$ cat src/rtl/sprite_move_ctrl.sv
// sprite_move_ctrl: moves a SPR_W x SPR_H sprite around the VGA plotting
// surface. Each accepted tick erases the box at the old position, steps the
// position by STEP (clamped to the screen), then redraws the box, one pixel
// per cycle, straight onto the adapter's plot/x/y/colour inputs.
module sprite_move_ctrl #(
  parameter int X_W    = 8,
  parameter int Y_W    = 7,
  parameter int X_MAX  = 159,
  parameter int Y_MAX  = 119,
  parameter int SPR_W  = 4,
  parameter int SPR_H  = 4,
  parameter int STEP   = 1,
  parameter int X_INIT = 5,
  parameter int Y_INIT = 5
) (
  input  logic           clock,
  input  logic           reset_n,
  input  logic           tick,
  input  logic           up,
  input  logic           down,
  input  logic           left,
  input  logic           right,
  input  logic           stop,
  output logic [X_W-1:0] x_out,
  output logic [Y_W-1:0] y_out,
  output logic           plot,
  output logic           erase,
  output logic           busy,
  output logic [3:0]     dir_state,
  output logic [X_W-1:0] pos_x,
  output logic [Y_W-1:0] pos_y
);

  // Largest legal top-left corner so the whole box stays on screen.
  localparam int X_LIM = X_MAX - SPR_W + 1;
  localparam int Y_LIM = Y_MAX - SPR_H + 1;
  localparam int CX_W  = (SPR_W > 1) ? $clog2(SPR_W) : 1;
  localparam int CY_W  = (SPR_H > 1) ? $clog2(SPR_H) : 1;

  localparam logic [3:0] DIR_REST  = 4'b0000;
  localparam logic [3:0] DIR_UP    = 4'b1000;
  localparam logic [3:0] DIR_DOWN  = 4'b0100;
  localparam logic [3:0] DIR_LEFT  = 4'b0010;
  localparam logic [3:0] DIR_RIGHT = 4'b0001;

  typedef enum logic [1:0] {S_IDLE, S_ERASE, S_MOVE, S_DRAW} state_t;

  state_t          state_q, state_d;
  logic            init_pend_q, init_pend_d;
  logic [X_W-1:0]  pos_x_q, pos_x_d;
  logic [Y_W-1:0]  pos_y_q, pos_y_d;
  logic [3:0]      dir_q, dir_d;
  logic [3:0]      mv_dir_q, mv_dir_d;
  logic [CX_W-1:0] cx_q, cx_d;
  logic [CY_W-1:0] cy_q, cy_d;

  logic [3:0]      dir_in;
  logic            req_load;
  logic [3:0]      sel_dir;
  logic [X_W-1:0]  tgt_x;
  logic [Y_W-1:0]  tgt_y;
  logic            tgt_same;
  logic            tgt_on_bound;
  logic            last_col;
  logic            last_row;

  // Direction request decode: stop wins, then up > down > left > right.
  always_comb begin
    dir_in   = dir_q;
    req_load = 1'b1;
    if (stop)       dir_in = DIR_REST;
    else if (up)    dir_in = DIR_UP;
    else if (down)  dir_in = DIR_DOWN;
    else if (left)  dir_in = DIR_LEFT;
    else if (right) dir_in = DIR_RIGHT;
    else            req_load = 1'b0;
  end

  // Clamped target for the live direction (IDLE) or the latched one (MOVE);
  // every clamp compares before it subtracts so nothing wraps.
  always_comb begin
    sel_dir      = (state_q == S_IDLE) ? dir_q : mv_dir_q;
    tgt_x        = pos_x_q;
    tgt_y        = pos_y_q;
    tgt_on_bound = 1'b0;
    case (sel_dir)
      DIR_UP: begin
        tgt_y        = (int'(pos_y_q) >= STEP) ? pos_y_q - Y_W'(STEP) : '0;
        tgt_on_bound = (tgt_y == '0);
      end
      DIR_DOWN: begin
        tgt_y        = (int'(pos_y_q) + STEP >= Y_LIM) ? Y_W'(Y_LIM) : pos_y_q + Y_W'(STEP);
        tgt_on_bound = (tgt_y == Y_W'(Y_LIM));
      end
      DIR_LEFT: begin
        tgt_x        = (int'(pos_x_q) >= STEP) ? pos_x_q - X_W'(STEP) : '0;
        tgt_on_bound = (tgt_x == '0);
      end
      DIR_RIGHT: begin
        tgt_x        = (int'(pos_x_q) + STEP >= X_LIM) ? X_W'(X_LIM) : pos_x_q + X_W'(STEP);
        tgt_on_bound = (tgt_x == X_W'(X_LIM));
      end
      default: ;
    endcase
    tgt_same = (tgt_x == pos_x_q) && (tgt_y == pos_y_q);
  end

  assign last_col = (cx_q == CX_W'(SPR_W - 1));
  assign last_row = (cy_q == CY_W'(SPR_H - 1));

  // Sweep sequencer: next state, position, scan counters and direction.
  always_comb begin
    // NOTE: every signal driven here gets a default first; a path that left
    // one unassigned would infer a latch instead of combinational logic.
    state_d     = state_q;
    init_pend_d = init_pend_q;
    pos_x_d     = pos_x_q;
    pos_y_d     = pos_y_q;
    mv_dir_d    = mv_dir_q;
    cx_d        = cx_q;
    cy_d        = cy_q;
    dir_d       = dir_in;

    case (state_q)
      S_IDLE: begin
        cx_d = '0;
        cy_d = '0;
        if (init_pend_q) begin
          init_pend_d = 1'b0;
          state_d     = S_DRAW;
        end else if (tick && dir_q != DIR_REST) begin
          if (tgt_same) begin
            // Already against the edge: nothing to sweep, drop back to rest.
            dir_d = DIR_REST;
          end else begin
            mv_dir_d = dir_q;
            state_d  = S_ERASE;
          end
        end
      end
      S_ERASE, S_DRAW: begin
        if (last_col) begin
          cx_d = '0;
          if (last_row) begin
            cy_d    = '0;
            state_d = (state_q == S_ERASE) ? S_MOVE : S_IDLE;
          end else begin
            cy_d = cy_q + 1'b1;
          end
        end else begin
          cx_d = cx_q + 1'b1;
        end
      end
      S_MOVE: begin
        pos_x_d = tgt_x;
        pos_y_d = tgt_y;
        // Reaching the edge parks the sprite unless a request arrives now.
        if (tgt_on_bound && !req_load) dir_d = DIR_REST;
        state_d = S_DRAW;
      end
      default: state_d = S_IDLE;
    endcase
  end

  // State registers with synchronous active-low reset.
  always_ff @(posedge clock) begin
    // NOTE: sequential state uses non-blocking assignments so every register
    // samples pre-edge values regardless of statement order.
    if (!reset_n) begin
      state_q     <= S_IDLE;
      init_pend_q <= 1'b1;
      pos_x_q     <= X_W'(X_INIT);
      pos_y_q     <= Y_W'(Y_INIT);
      dir_q       <= DIR_REST;
      mv_dir_q    <= DIR_REST;
      cx_q        <= '0;
      cy_q        <= '0;
    end else begin
      state_q     <= state_d;
      init_pend_q <= init_pend_d;
      pos_x_q     <= pos_x_d;
      pos_y_q     <= pos_y_d;
      dir_q       <= dir_d;
      mv_dir_q    <= mv_dir_d;
      cx_q        <= cx_d;
      cy_q        <= cy_d;
    end
  end

  // Pixel stream: scan offset added to the current corner while plotting.
  always_comb begin
    plot  = (state_q == S_ERASE) || (state_q == S_DRAW);
    erase = (state_q == S_ERASE);
    x_out = plot ? pos_x_q + X_W'(cx_q) : pos_x_q;
    y_out = plot ? pos_y_q + Y_W'(cy_q) : pos_y_q;
  end

  assign busy      = (state_q != S_IDLE) || init_pend_q;
  assign dir_state = dir_q;
  assign pos_x     = pos_x_q;
  assign pos_y     = pos_y_q;

endmodule

$ cat config.mk
export PLATFORM = sky130hd
export DESIGN_NAME = sprite_move_ctrl
export DESIGN_NICKNAME = d
export VERILOG_FILES = /design/src/rtl/sprite_move_ctrl.sv
export SDC_FILE = /design/constraint.sdc
export NUM_CORES = 1
export LEC_CHECK = 0
export ABC_CLOCK_PERIOD_IN_PS = 4200
export BUFFER_PORTS_ARGS = -buffer_cell sky130_fd_sc_hd__buf_2
export CORE_MARGIN = 2
export CORE_UTILIZATION = 46
export DETAILED_ROUTE_END_ITERATION = 10
export PLACE_DENSITY = 0.66
export RECOVER_POWER = 25
export SYNTH_ARGS = -nofsm -noshare
export SYNTH_HDL_FRONTEND = slang
export SYNTH_SLANG_ARGS = --single-unit
$ cat constraint.sdc
create_clock -name clock -period 4.2 [get_ports clock]
set_clock_uncertainty 0.05 [all_clocks]
set_input_delay 0.21 -clock clock [delete_from_list [all_inputs] [get_ports clock]]
set_output_delay 0.21 -clock clock [all_outputs]
set_load 0.05 [all_outputs]
==> results of run 1 <==
## layer usage
layer / global-route usage / share of wire / vias to the layer above
met4: 0.0641 / 0.016 / 0
met2: 0.398 / 0.45 / 240
met5: 0 / 0 / -
met1: 0.360 / 0.44 / 1789
met3: 0.0534 / 0.094 / 24
li1: - / - / 1829
## stage by stage
stage | worst slack [ns] | hold slack [ns]
4_1_cts | 0.538 | 0.213
3_5_place_dp | 0.566 | 0.464
3_3_place_gp | 0.636 | 0.455
6_report | 0.453 | 0.220
2_1_floorplan | 0.664 | 0.343
5_1_grt | 0.163 | 0.230
## worst max-delay path, stage by stage (launching register included)
cell,delay [ns]
dfxtp_1,0.38
inv_1,0.10
ha_1,0.21
buf_4,0.17
nor3_1,0.43
a32oi_1,0.32
or4_1,0.60
o211a_1,0.16
a22o_1,0.18
o31ai_1,0.45
a31o_2,0.28
a31oi_2,0.12
o21a_1,0.20
## path summary, 6_finish.rpt
path / start / end / slack (ns) / depth (start not counted)
hold / removal: stop / dir_state[2] / 0.22 / 4
setup reg to reg: state_q[0] / state_q[0] / 0.45 / 12
setup / recovery: state_q[0] / state_q[0] / 0.45 / 12
hold reg to reg: state_q[1] / state_q[1] / 0.47 / 2
## power breakdown
group	internal (W)	switching (W)	total [W]
logic	0.000177	0.000464	0.000641
clock network	0.000132	0.000120	0.000252
registers	0.000306	0.0000348	0.000341
## flip-flops by register name (all words and copies together), names as in the netlist
| register | count |
|---|---|
| pos_x | 8 |
| pos_y | 7 |
| dir_state | 4 |
| mv_dir_q | 4 |
| cx_q | 2 |
| cy_q | 2 |
| state_q | 2 |
| init_pend_q | 1 |
## layout by cell type, fill, tap and decap left out, types with 4 or more instances in the layout
master,n
a32oi_1,4
dfxtp_1,30
nor2b_1,9
and3_1,5
nand3_1,23
nand4_1,9
a22oi_1,7
nor2_1,36
clkbuf_1,16
nor4_1,8
mux2i_1,11
buf_2,29
o22ai_1,4
buf_4,7
ha_1,17
a31oi_1,7
nor3_1,15
xor2_1,5
or3_1,5
nand2_1,51
o31a_1,4
clkbuf_8,6
o211a_1,5
nand3b_1,5
a21oi_1,25
inv_1,24
xnor2_1,19
and2_1,6
o21ai_0,31
nand2b_1,4
## cell type report
class	instances	area [um^2]	share of cell area
clock inverter	2	12.5	0.00333
sequential	30	601	0.160
timing repair buffer	52	258	0.0685
inverter	25	93.8	0.0249
clock buffer	6	82.6	0.0219
tap	99	124	0.0329
multi-input combinational	391	2590	0.689
## cells by family (layout without fill, tap and decap cells)
logic type,count (synthesis),count (layout),share of synthesized area
adder cells (fa/ha/maj),19,19,0.0737
AND/OR/NAND/NOR,193,193,0.286
AO/OA/AOI/OAI,142,142,0.296
flip-flops,30,30,0.175
XOR/XNOR,24,24,0.0613
buffers and inverters,61,85,0.0690
multiplexers,13,13,0.0387
==> results.ini, run 1 <==
[cts]
cts_tree = built
clk_pin_slew_ns = 0.08
cts_buffer_depth = 2
h-tree-depth = 2
ctsHoldBuffers = 0
cts_resized = 0
clk_latency_ns = 0.29
post_cts_buffers = 0
ctsRootBufferMaster = clkbuf_8
cts_sinks = 30
cts_made_buffers = 5

[power]
max-vdd-ir-drop_uv = 364
power.density_mw_per_mm2 = 328
fin_total_pwr_w = 0.00123
p_leak_nw = 1.40

[floorplan]
die_w_um = 90.3
ios = 45
initial_utilization = 0.473
design.core.area_mm2 = 0.00725
placementRows = 31
design.die.area_mm2 = 0.00816
dieHeight_um = 90.3

[synthesis]
yosysTopAreaCell = dfxtp_1
synth.yosys.warnings = 0
synth_flop_cell = dfxtp_1
synthArstFlopShare = 0
synth_edf_count = 0
syn_area_mm2 = 0.00343
synth_area_leaders = dfxtp_1 (18%), ha_1 (6.2%), nand2_1 (5.6%)
synth_commonest_cells = nand2_1 (51), nor2_1 (36), o21ai_0 (31)
yosysTopAreaCellShare = 0.175
ys_seq_area_frac = 0.175
syn_inst = 482
yosysMostFrequentCell = nand2_1
synth-seq-cells = 30
ys_types = 77
synth_fp_nets = 509
avgSynthCellArea_um2 = 7.11

[sta]
maxSlewViolCount = 0
rsz0062_at_grt = no
period_needed_ns = 3.75
max_slew_margin = 0.425
tightest_slew_ns = 0.860
tns_ns = 0
timing.final.crit_share = 0.892
max_freq_mhz = 267
finalHoldViolCount = 0
finalSetupViolCount = 0

[grt]
antenna_found_initial = 0
grt_pass1_vias = 3501
track_usage = 0.256
grt_pass1_wl_mm = 17.5
grt_start_max_net_pins = 34
gr-total-overflow = 0

[layout]
n_fill_cell = 751
drive_gt1_frac = 0.119
n_antenna_cell = 0
final_area_mm2 = 0.00376
post-route-util = 0.519
area_growth_pct = 9.74
nets = 532
fin_cells = 605

[job]
cap_violations = 0

[routing]
dr.first_iter.drc_count = 519
dr.pass1.iters = 6
vias = 3882
via_per_inst = 6.42
wirelength_mm = 10.6
antenna_left = 0
drc = 0
routedWlPerCell_um = 17.4

[place]
gp_congestion = 0.998
dp_cells = 597
port_buffers = 44
placed_area_mm2 = 0.00369
dp.final_hpwl_mm = 7.83

[worst_setup_path]
cp_max_fo = 10
path_class = flop to flop
cp_data_required_time_ns = 4.34
start_kind = flop
cp-end-kind = flop
cp.arrival_ns = 3.89

[hold_path]
hp-class = input port to flop

[outcome]
outcome = completed

(Power assumes the default switching activity.)
==> run 2: changes to the inputs <==
ABC_AREA = 1   (was default)
CTS_BUF_LIST = sky130_fd_sc_hd__clkbuf_4   (was default)
==> run 2 against run 1 <==
Clock-buffer cell count fell by 1. Sequential share of layout area up 1.4 points. Via count fell by 9.1%. Core utilization fell by 0.31 points. First-iteration DRC count is 40% lower. Non-clock buffer count fell by 7. Critical path type unchanged. Largest cell class unchanged. Highest routed layer unchanged.
==> results.ini, run 2 <==
[outcome]
outcome = completed

[worst_setup_path]
path_class = flop to flop
cp.arrival_ns = 3.58
cp_max_fo = 14
cp_data_required_time_ns = 4.39
start_kind = flop
cp-end-kind = flop

[layout]
largest_reg_flops = 8
n_antenna_cell = 0
final_area_mm2 = 0.00346
n_fill_cell = 706
nets = 585
drive_gt1_frac = 0.107
most-common-layout-cells = nand2_1 (127), nor2_1 (59), inv_1 (58)
layout_commonest_cell = nand2_1
area_growth_pct = 9.88

[power]
p_clk_frac = 0.117
max-vdd-ir-drop_uv = 377
p_leak_nw = 1.59
seqPwrFrac = 0.210
power.density_mw_per_mm2 = 732
p_int_w = 0.000999
comb_power_share = 0.673
p_sw_w = 0.00154
switching_share = 0.606

[synthesis]
yosysTopAreaCell = dfxtp_1
ys_seq_area_frac = 0.190
syn_inst = 525
yosysMostFrequentCell = nand2_1
synth.yosys.warnings = 0
synthArstFlopShare = 0
ys_types = 41
syn_area_mm2 = 0.00315
synth_commonest_cells = nand2_1 (127), nor2_1 (59), inv_1 (58)
synth-seq-cells = 30
synth_edf_count = 0
synth_fp_nets = 552
synth_flop_cell = dfxtp_1
synth_area_leaders = dfxtp_1 (19%), nand2_1 (15%), nand3_1 (7.5%)
yosysTopAreaCellShare = 0.190
avgSynthCellArea_um2 = 6.01

[place]
port_buffers = 44
gp_congestion = 0.903
placed_area_mm2 = 0.00338
dp.final_hpwl_mm = 6.68

[sta]
finalSetupViolCount = 0
rsz0062_at_grt = no
tns_ns = 0
finalHoldViolCount = 0
max_slew_margin = 0.501
max_freq_mhz = 295
maxSlewViolCount = 0
whs_ns = 0.0978
period_needed_ns = 3.39
timing.final.crit_share = 0.808
tightest_slew_ns = 0.744

[floorplan]
placementRows = 30
initial_utilization = 0.469
dieHeight_um = 86.8
ios = 45
die_w_um = 86.8
design.die.area_mm2 = 0.00753
design.core.area_mm2 = 0.00672

[cts]
post_cts_buffers = 0
cts_tree = built
ctsRootBufferMaster = clkbuf_4
ctsHoldBuffers = 0
cts_made_buffers = 5
cts_buffer_depth = 2
cts_sinks = 30
clk_latency_ns = 0.34
h-tree-depth = 2
cts_resized = 0
clk_pin_slew_ns = 0.11

[grt]
track_usage = 0.237
grt_start_max_net_pins = 22
grt_pass1_vias = 3017
antenna_found_initial = 0
grt_pass1_wl_mm = 14.4
gr-total-overflow = 0

[hold_path]
hp-class = input port to flop

[routing]
dr.first_iter.drc_count = 311
dr.pass1.iters = 5
vias = 3527
antenna_left = 0
via_per_inst = 5.52
wirelength_mm = 8.76
routedWlPerCell_um = 13.7
drc = 0

[job]
cap_violations = 0

==> run 2: kinds of logic (layout without fill, tap and decap cells) <==
kind of cell | count (synthesis) | count (layout) | synth area share
AOI/OAI and AO/OA | 93 | 93 | 0.168
xor gates and xnor gates | 21 | 21 | 0.0583
adders and majority gates | 19 | 19 | 0.0802
buffers and inverters | 85 | 119 | 0.109
DFF | 30 | 30 | 0.190
and+or+nand+nor | 277 | 277 | 0.394
==> run 2: power by group through the flow <==
stage / logic, W / clock network (W) / registers (W)
floorplan: 0.00127 / 0 / 0.000617
global placement: 0.00170 / 0 / 0.000536
detailed placement: 0.00171 / 0 / 0.000536
CTS: 0.00172 / 0.000302 / 0.000530
global route: 0.00189 / 0.000310 / 0.000551
finish: 0.00171 / 0.000296 / 0.000533
==> run 2: cell type report <==
| class | count | area, um^2 | share of cell area |
|---|---|---|---|
| clock buffer | 5 | 37.5 | 0.0108 |
| clock inverter | 3 | 63.8 | 0.0184 |
| inverter | 66 | 248 | 0.0715 |
| multi-input combinational | 410 | 2210 | 0.637 |
| sequential | 30 | 601 | 0.173 |
| tap | 80 | 100 | 0.0289 |
| timing repair buffer | 45 | 206 | 0.0596 |
==> run 2: worst max-delay path, cell delays in order, from the launching register on <==
cell	delay [ns]
dfxtp_1	0.36
inv_1	0.11
ha_1	0.45
o21ai_0	0.22
inv_1	0.10
nand2_2	0.07
nor3_2	0.58
nor2_2	0.21
nor2_1	0.20
nand2_1	0.10
nand3_1	0.07
nand2_1	0.07
nor2_1	0.09
nand2_1	0.05
nor2_1	0.11
nand2_2	0.10
o21ai_1	0.11
and2_2	0.19
nor2_1	0.04
==> run 2: final timing paths <==
check	startpoint	end	cells past startpoint	slack (ns)
max	state_q[0]	dir_state[2]	18	0.81
min	down	dir_state[1]	4	0.1
max reg2reg	state_q[0]	dir_state[2]	18	0.81
min reg2reg	mv_dir_q[1]	mv_dir_q[1]	2	0.42
==> run 2: per-stage QoR <==
step / total power (W) / setup WS, ns / util / std cells
after floorplan: 0.00188 / 1.20 / - / 525
after global placement: 0.00223 / 0.992 / 0.504 / 631
after detailed placement: 0.00225 / 0.863 / 0.504 / 631
after CTS: 0.00255 / 0.838 / 0.519 / 639
after global routing: 0.00275 / 0.319 / 0.516 / 639
final: 0.00254 / 0.807 / 0.516 / 639
==> run 2: layer usage <==
layer / vias to the layer above / GRT usage / part of all wire
li1: 1792 / - / -
met3: 16 / 0.0419 / 0.062
met1: 1601 / 0.343 / 0.48
met5: - / 0 / 0
met2: 118 / 0.357 / 0.44
met4: 0 / 0.0682 / 0.017
==> run 3: changes to the inputs <==
ABC_CLOCK_PERIOD_IN_PS = 3000   (was 4200)
PLACE_DENSITY = 0.69   (was 0.66)
clock period = 3 ns   (was 4.2 ns; I/O delays follow)
==> run 3 against run 2 <==
Global-route usage increased by 1.2 points. Highest routed layer unchanged. Register-to-register slack got worse by 0.54 ns. Sequential power grew 21%. Clock-buffer cell count stayed put. Via count up 3.3%. Cell count is 4.9% higher. Critical path depth down 1. Combinational power up 63%. Die area did not move. Non-clock buffer count grew 32. First-iteration DRC count is 14% lower. Critical endpoint is now mv_dir_q[1].
==> results.ini, run 3 (synthesis gave the netlist of run 2 again) <==
[place]
port_buffers = 44
gp_congestion = 0.953
dp.final_hpwl_mm = 7.06
dp_cells = 658

[power]
p_leak_nw = 1.78
power.density_mw_per_mm2 = 984
max-vdd-ir-drop_uv = 574

[sta]
period_needed_ns = 2.73
rsz0062_at_grt = yes
max_slew_margin = 0.656
finalSetupViolCount = 0
max_freq_mhz = 366
finalHoldViolCount = 0
tns_ns = 0
timing.final.crit_share = 0.911
maxSlewViolCount = 0
tightest_slew_ns = 0.515

[worst_setup_path]
path_buf_inv = 3
cp_max_fo = 9
cp-end-kind = flop
start_kind = flop
cp.arrival_ns = 2.94
path_class = flop to flop
critPathSlowestCell = or2_2
critPathMaxStageDelay_ns = 0.36
cp_data_required_time_ns = 3.21
crit_chain = inv_1 -> ha_4 -> nand2_1 -> o21ai_1 -> or2_2 -> a21oi_4 -> buf_12 -> nand3_1 -> o21ai_1 -> nor2_1 -> nand4_1 -> nor2_1 -> nand2_2 -> nand3_2 -> inv_2 -> nand2_1 -> a21oi_1
path_delay_family = simple AND/OR/NAND/NOR gates

[layout]
layout_commonest_cell = nand2_1
nets = 617
drive_gt1_frac = 0.197
most-common-layout-cells = nand2_1 (127), nor2_1 (57), inv_1 (56)
largest_reg_flops = 8
ff_latch_area_um2 = 603
multi_input_area_mm2 = 0.00224
area_growth_pct = 18.4
fin_cells = 670
n_fill_cell = 683
n_antenna_cell = 0

[job]
cap_violations = 0

[grt]
grt_pass1_vias = 3188
grt_start_max_net_pins = 22
grt_pass1_wl_mm = 15.1
track_usage = 0.249
gr-total-overflow = 0
antenna_found_initial = 0

[cts]
cts_buffer_depth = 2
clk_pin_slew_ns = 0.11
clk_latency_ns = 0.33
h-tree-depth = 2
cts_tree = built
cts_sinks = 30
ctsRootBufferMaster = clkbuf_4
cts_made_buffers = 5

[floorplan]
design.die.area_mm2 = 0.00753
design.core.area_mm2 = 0.00672
die_w_um = 86.8
initial_utilization = 0.469
placementRows = 30
ios = 45
dieHeight_um = 86.8

[routing]
routedWlPerCell_um = 13.7
drc = 0
antenna_left = 0
dr.pass1.iters = 5
dr.first_iter.drc_count = 268
vias = 3642
via_per_inst = 5.44
wirelength_mm = 9.20

[outcome]
outcome = completed

[hold_path]
hp-class = input port to flop

-- run 3: cell types whose count changed in the layout (fill, tap and decap cells not counted), moves of 3 or more --
cell	previous run	this run
clkinvlp_4	0	3
clkbuf_1	15	0
buf_2	30	44
buf_4	0	31
-- run 3: layer usage --
layer	track usage	part of all wire	up-vias
li1	-	-	1859
met1	0.355	0.47	1654
met2	0.391	0.47	121
met3	0.0352	0.049	8
met4	0.0682	0.013	0
met5	0	0	-
-- run 3: final timing paths --
kind | endpoint | start | cells after the start | slack, ns
worst max-delay path | mv_dir_q[1] | state_q[0] | 17 | 0.27
worst min-delay path | dir_state[3] | stop | 4 | 0.04
worst max register to register | mv_dir_q[1] | state_q[0] | 17 | 0.27
worst min register to register | mv_dir_q[0] | mv_dir_q[0] | 2 | 0.43
-- run 3: cell type report --
cell class                      count  share of cell area
Multi-Input combinational cell    410               0.601
Sequential cell                    30               0.162
Timing Repair Buffer               77               0.130
Inverter                           66              0.0674
Tap cell                           80              0.0268
Clock buffer                        5              0.0101
Clock inverter                      2             0.00402
-- run 3: per-stage QoR --
step / power, W / cell area [um^2] / hold slack (ns) / util / setup slack (ns)
floorplan: 0.00264 / 3150 / 0.238 / - / 0.0605
global placement: 0.00326 / 3590 / 0.388 / 0.534 / 0.119
detailed placement: 0.00328 / 3590 / 0.384 / 0.534 / 0.0983
CTS: 0.00354 / 3640 / 0.0190 / 0.542 / 0.0707
global route: 0.00399 / 3730 / 0.0336 / 0.556 / -0.00802
finish: 0.00367 / 3730 / 0.0430 / 0.556 / 0.268
-- run 3: power breakdown --
group / total, W / internal, W / switching, W
Combinational: 0.00278 / 0.000863 / 0.00191
Sequential: 0.000646 / 0.000501 / 0.000145
Clock: 0.000253 / 0.0000866 / 0.000166
Total: 0.00367 / 0.00145 / 0.00222
-- run 3: worst reg2reg max path, delay by kind of cell (launching register included) --
| family | cells | cell delay, ns |
|---|---|---|
| and+or+nand+nor | 9 | 1.04 |
| AOI/OAI and AO/OA | 4 | 0.64 |
| buffers and inverters | 3 | 0.37 |
| DFF | 1 | 0.35 |
| adders and majority gates | 1 | 0.21 |
-- run 3: what timing repair did --
action,in CTS,in global routing
gates resized for setup,0,14
hold buffers,0,0
setup endpoints to repair,0,11
setup buffers,0,5
